<file path="config.mk">
export PLATFORM = sky130hd
export DESIGN_NAME = mem_wb_latch
export DESIGN_NICKNAME = d
export VERILOG_FILES = /design/src/rtl/mem_wb_latch.sv
export SDC_FILE = /design/constraint.sdc
export NUM_CORES = 1
export LEC_CHECK = 0
export CORE_ASPECT_RATIO = 0.7
export CORE_MARGIN = 2
export CORE_UTILIZATION = 40
export DETAILED_ROUTE_END_ITERATION = 10
export GPL_ROUTABILITY_DRIVEN = 1
export PLACE_DENSITY = 0.78
export RECOVER_POWER = 50
export SYNTH_ARGS = -nofsm -noshare
export SYNTH_HDL_FRONTEND = slang
export SYNTH_SLANG_ARGS = --single-unit
</file>
<file path="constraint.sdc">
create_clock -name CLK -period 2.3 [get_ports CLK]
set_clock_uncertainty 0.05 [all_clocks]
set_input_delay 0.69 -clock CLK [delete_from_list [all_inputs] [get_ports CLK]]
set_output_delay 0.69 -clock CLK [all_outputs]
set_load 0.01 [all_outputs]
</file>
<file path="src/rtl/mem_wb_latch.sv">
// rtl/mem_wb_latch.sv - memory-stage request control and MEM/WB pipeline register
module mem_wb_latch #(
  parameter int WORD_W   = 32,
  parameter int REGSEL_W = 2,
  parameter int REGBIT_W = 5,
  parameter int TIMEOUT  = 16,
  parameter int CNT_W    = $clog2(TIMEOUT + 1)
) (
  input  logic                CLK,
  input  logic                RST,
  input  logic                ihit,
  input  logic                flush,
  input  logic                valid,
  input  logic                memRen,
  input  logic                memWen,
  input  logic [WORD_W-1:0]   nPC,
  input  logic [WORD_W-1:0]   ALUOut,
  input  logic [WORD_W-1:0]   storeData,
  input  logic                regWr,
  input  logic [REGSEL_W-1:0] regSel,
  input  logic [REGBIT_W-1:0] regDst,
  input  logic                dhit,
  input  logic [WORD_W-1:0]   dmemload,
  output logic                dmemREN,
  output logic                dmemWEN,
  output logic [WORD_W-1:0]   dmemaddr,
  output logic [WORD_W-1:0]   dmemstore,
  output logic                mem_stall,
  output logic [WORD_W-1:0]   nPC_next,
  output logic [WORD_W-1:0]   ALUOut_next,
  output logic [WORD_W-1:0]   dmemload_next,
  output logic                regWr_next,
  output logic                valid_next,
  output logic [REGSEL_W-1:0] regSel_next,
  output logic [REGBIT_W-1:0] regDst_next,
  output logic                mem_err
);

  // A zero timeout gives a zero-width counter; keep at least one bit.
  localparam int CW = (CNT_W < 1) ? 1 : CNT_W;
  localparam logic [CW-1:0] CNT_LAST = (TIMEOUT == 0) ? '0 : CW'(TIMEOUT - 1);

  typedef enum logic [1:0] {IDLE, REQ, DONE} state_t;

  state_t              state_q, state_d;
  logic [CW-1:0]       cnt_q, cnt_d;
  logic                mem_err_q, mem_err_d;
  logic                aborted_q, aborted_d;
  logic [WORD_W-1:0]   hold_q, hold_d;
  logic [WORD_W-1:0]   npc_q, npc_d;
  logic [WORD_W-1:0]   alu_q, alu_d;
  logic [WORD_W-1:0]   load_q, load_d;
  logic                regwr_q, regwr_d;
  logic                valid_q, valid_d;
  logic [REGSEL_W-1:0] regsel_q, regsel_d;
  logic [REGBIT_W-1:0] regdst_q, regdst_d;

  logic                access, not_done, abort, stall, advance, aborted;
  logic [WORD_W-1:0]   load_src;

  // Request, stall and FSM next state; dhit always wins over abort.
  always_comb begin
    access    = valid & (memRen | memWen);
    not_done  = (state_q != DONE);
    abort     = (TIMEOUT != 0) && (state_q == REQ) && (cnt_q == CNT_LAST) && !dhit;
    stall     = access & ~dhit & not_done & ~abort;
    advance   = ihit & ~stall;
    aborted   = abort | aborted_q;
    load_src  = aborted ? '0 : ((state_q == DONE) ? hold_q : dmemload);

    state_d   = state_q;
    aborted_d = aborted_q;
    hold_d    = hold_q;
    mem_err_d = mem_err_q | abort;
    cnt_d     = (state_q == REQ) ? cnt_q + CW'(1) : '0;

    if (dhit && not_done) hold_d = dmemload;

    case (state_q)
      IDLE: begin
        if (access && !dhit)             state_d = REQ;
        else if (access && dhit && !ihit) state_d = DONE;
      end
      REQ: begin
        if (dhit || abort) begin
          state_d = ihit ? IDLE : DONE;
          if (abort && !ihit) aborted_d = 1'b1;
        end
      end
      DONE: begin
        if (ihit) begin
          state_d   = IDLE;
          aborted_d = 1'b0;
        end
      end
      default: state_d = IDLE;
    endcase
  end

  // MEM/WB field update: flush beats advance, otherwise hold.
  always_comb begin
    npc_d    = npc_q;
    alu_d    = alu_q;
    load_d   = load_q;
    regwr_d  = regwr_q;
    valid_d  = valid_q;
    regsel_d = regsel_q;
    regdst_d = regdst_q;
    if (flush) begin
      npc_d    = '0;
      alu_d    = '0;
      load_d   = '0;
      regwr_d  = 1'b0;
      valid_d  = 1'b0;
      regsel_d = '0;
      regdst_d = '0;
    end else if (advance) begin
      npc_d    = nPC;
      alu_d    = ALUOut;
      load_d   = load_src;
      regwr_d  = regWr & ~aborted;
      valid_d  = valid;
      regsel_d = regSel;
      regdst_d = regDst;
    end
  end

  // All state registers with synchronous reset.
  always_ff @(posedge CLK) begin
    if (RST) begin
      state_q   <= IDLE;
      cnt_q     <= '0;
      mem_err_q <= 1'b0;
      aborted_q <= 1'b0;
      hold_q    <= '0;
      npc_q     <= '0;
      alu_q     <= '0;
      load_q    <= '0;
      regwr_q   <= 1'b0;
      valid_q   <= 1'b0;
      regsel_q  <= '0;
      regdst_q  <= '0;
    end else begin
      state_q   <= state_d;
      cnt_q     <= cnt_d;
      mem_err_q <= mem_err_d;
      aborted_q <= aborted_d;
      hold_q    <= hold_d;
      npc_q     <= npc_d;
      alu_q     <= alu_d;
      load_q    <= load_d;
      regwr_q   <= regwr_d;
      valid_q   <= valid_d;
      regsel_q  <= regsel_d;
      regdst_q  <= regdst_d;
    end
  end

  // Cache request is combinational and suppressed once the data is captured.
  always_comb begin
    dmemREN       = ~RST & access & memRen & not_done;
    dmemWEN       = ~RST & access & memWen & not_done;
    dmemaddr      = ALUOut;
    dmemstore     = storeData;
    mem_stall     = stall;
    nPC_next      = npc_q;
    ALUOut_next   = alu_q;
    dmemload_next = load_q;
    regWr_next    = regwr_q;
    valid_next    = valid_q;
    regSel_next   = regsel_q;
    regDst_next   = regdst_q;
    mem_err       = mem_err_q;
  end

endmodule

</file>
==> impl_metrics.csv <==
group,metric,value,unit
outcome,status,"finished, violations left",
outcome,violations,"setup timing",
global_route,use_met2,29.67,%
sta,worst_slew_margin_rel,51.97,%
worst_setup_path,path_buf_inv,1,
worst_setup_path,cp_max_fo,2,
sta,max_freq,392.0,MHz
pwr,p_leak,3.884,nW
worst_setup_path,slowest_stage,"dfxtp_2",
synth,syn_avg_cell_area,9.400,um2
synth,synth-simple-area-share,19.17,%
detailed_routing,drc,0,
sta,rsz0062_at_grt,"yes",
global_route,grt_overflow,0,
clocking,htreeDepth,4,
global_route,first_global_vias,5316,
clocking,cts_buffers,17,
global_route,grt_antenna_before_repair,0,
synth,yosysWarningCount,0,
synth,synth-adder-area-share,0.3698,%
worst_setup_path,endpoint_kind,"output pin",
global_route,track_usage,18.45,%
die,die_w,159.5,um
synth,synthMuxAreaShare,4.899,%
synth,synthArstFlopShare,0,%
clocking,cts_tree,"yes",
worst_setup_path,critPathArrivalTime,1.81,ns
die,die_y,112.8,um
detailed_routing,wl,17.87,mm
worst_setup_path,start_kind,"flop",
synth,ys_top_cells_by_area,"dfxtp_1 43%, a21oi_2 9.2%, nand2_1 7.5%, buf_4 7.4%, nand2_2 6.6%",
placed_design,finalWeightedCongestion,0.7707,
cells_and_area,drive_above_1_share,31.33,%
clocking,clk_pin_slew,0.06,ns
cells_and_area,final_cell_area,9995,um2
cells_and_area,area_growth,47.68,%
synth,synth_top_family_by_area,"simple AND/OR/NAND/NOR gates",
cells_and_area,final_util,60.78,%
synth,synth_edf_count,0,
detailed_routing,via_per_inst,4.690,
synth,synth-xor-area-share,0.2588,%
sta,setup_tns,-0.2512,ns
sta,final_hold_viol_count,0,
cells_and_area,final-seq-area,2925,um2
detailed_routing,via_count,5576,
detailed_routing,drt_first_pass_iters,4,
global_route,top_usage_layer,"met2",
sta,post-route-period-util,110.9,%
worst_setup_path,max_stage_delay,0.34,ns
synth,yosys.area.top_type_share,43.19,%
die,die_area,17990,um2
placed_design,dp.cells,1153,
synth,synth_area,6768,um2
sta,min_period,2.551,ns
global_route,grt_pass1_wl,26.94,mm
placed_design,hpwl,12.24,mm
synth,post-synth-top-count-cell,"dfxtp_1",
sta,setup_viol,1,
worst_setup_path,required,1.56,ns
worst_hold_path,hp-class,"flop to flop",
clocking,cts-root-buf,"clkbuf_16",
synth,synth-main-ff-cell,"dfxtp_1",
pwr,cellPowerDensity,634.6,nW/um2
die,core.rowCount,39,
global_route,met1_usage,23.82,%
cells_and_area,final_nets,1098,
synth,ys_ff_latch,146,
synth,syn-instance-count,720,
sta,fin_ws,-0.2512,ns
clocking,insertion_delay,0.41,ns
job,drv_cap,0,
synth,ys_seq_area_share,43.19,%
worst_setup_path,path_delay_family,"simple AND/OR/NAND/NOR gates",
clocking,ctsHoldBuffers,0,
cells_and_area,stdcell_count,1189,
cells_and_area,diodes,0,
synth,yosys.area.top_type,"dfxtp_1",
die,core_area,16440,um2
worst_setup_path,cpMostUsedCell,"ha_4",
sta,slew_viol_final,0,
global_route,grt_max_degree,72,
worst_setup_path,worstPathCellList,"ha_4, and3_4, ha_4, and3b_4, nor4_2, buf_2",
cells_and_area,multi_input_area,3003,um2
synth,syn-num-nets,866,
worst_setup_path,path_class,"flop to output pin",
die,io_pins,317,
detailed_routing,ant_nets,0,
synth,synth-compound-area-share,18.67,%
clocking,clk_path_buf_depth,2,
clocking,clkSinkCount,146,
detailed_routing,dr.first_iter.drc_count,249,
die,start_util,41.15,%
synth,ys_top_cells_by_count,"146 x dfxtp_1, 136 x nand2_1, 71 x a21oi_2, 71 x nand2_2, 67 x buf_4",
cells_and_area,nFillCells,1437,
placed_design,port_buffers,252,
pwr,peakVddDrop,0.0003548,V
synth,yosysUniqueCellTypes,42,
sta,tightest_slew,0.7205,ns
placed_design,dpl_cell_area,9334,um2
detailed_routing,drt-wirelength-per-cell,15.03,um
global_route,met3_usage,6.782,%
repair_timing:
action / 4_1_cts / 5_1_grt
resized for setup: 59 / 13
endpoints found under the setup margin: 123 / 70
pin swaps: 5 / 4
cloned: 0 / 4
buffers inserted: 0 / 1
layer usage:
metal  routed length [um]  up-vias
met1                 8155     2596
met5                    0        -
met4                   69        0
li1                     -     2802
met3                 1176        6
met2                 8468      172
cell type report:
type	count	share of cell area [%]
clock inverters	10	1.014
flip-flops and latches	146	29.27
well taps	225	2.817
clock buffers	21	4.707
multi-input cells	453	30.05
repair buffers	330	32.00
inverters	4	0.1502
path summary, 6_finish.rpt:
kind                           start  cells past startpoint  slack (ns)                        to
min reg2reg  hold_q[30]$_SDFFE_PP0P_                      2        0.40   hold_q[30]$_SDFFE_PP0P_
max reg2reg      cnt_q[1]$_SDFF_PP0_                      9        0.03  nPC_next[5]$_SDFFE_PP0P_
max              cnt_q[1]$_SDFF_PP0_                      6       -0.25                 mem_stall
min          hold_q[30]$_SDFFE_PP0P_                      2        0.40   hold_q[30]$_SDFFE_PP0P_
kinds of logic after synthesis:
family,count (synthesis)
AOI/OAI and AO/OA,147
DFF,146
and+or+nand+nor,269
xor gates and xnor gates,2
buffers and inverters,121
adders and majority gates,2
muxes,33
cell usage in the layout (no fill, tap or decap), types with 2 or more instances in the layout:
cell,instances
a21oi_1,35
o31ai_2,29
buf_2,3
o21ai_0,3
a21oi_2,71
clkbuf_16,20
buf_4,61
nand3_1,34
dfxtp_1,144
nand2_1,136
buf_6,5
dfxtp_2,2
nand2_2,71
inv_1,4
clkinvlp_4,3
ha_4,2
clkinv_4,2
nor4b_2,2
buf_12,7
clkbuf_1,2
inv_6,3
mux2i_1,32
clkdlybuf4s50_1,213
clkbuf_2,2
nor2_1,10
dlygate4sd2_1,34
clkbuf_8,3
o31ai_1,4
power breakdown:
part	switching (mW)	total, mW	internal [mW]
clock	1.09	2.67	1.58
combinational	0.475	0.994	0.519
sequential	0.0531	2.68	2.62
total	1.62	6.34	4.72
through the flow:
step                setup WS [ns]  total power, mW  hold WS [ns]
finish                    -0.2512            6.342        0.4022
global route              -0.3004            6.590        0.4208
CTS                       -0.2978            6.377        0.4041
detailed placement        -0.7345            3.723        0.3960
global placement          -0.6392            3.712        0.3906
floorplan                 0.01601            3.297        0.3679
registers in the layout, indices dropped and copies added, names as in the netlist:
register / cells
ALUOut_next: 32
aborted_q: 1
cnt_q: 5
dmemload_next: 32
hold_q: 32
mem_err: 1
nPC_next: 32
regDst_next: 5
regSel_next: 2
regWr_next: 1
state_q: 2
valid_next: 1
worst register-to-register path, cell delays in order, from the launching register on:
cell	delay (ns)
dfxtp_2	0.34
ha_4	0.16
and3_4	0.15
ha_4	0.15
and3b_4	0.19
buf_4	0.14
o41a_2	0.54
buf_12	0.19
nand2_1	0.16
a21oi_2	0.06
No activity file was read; power rests on OpenSTA's default activity.
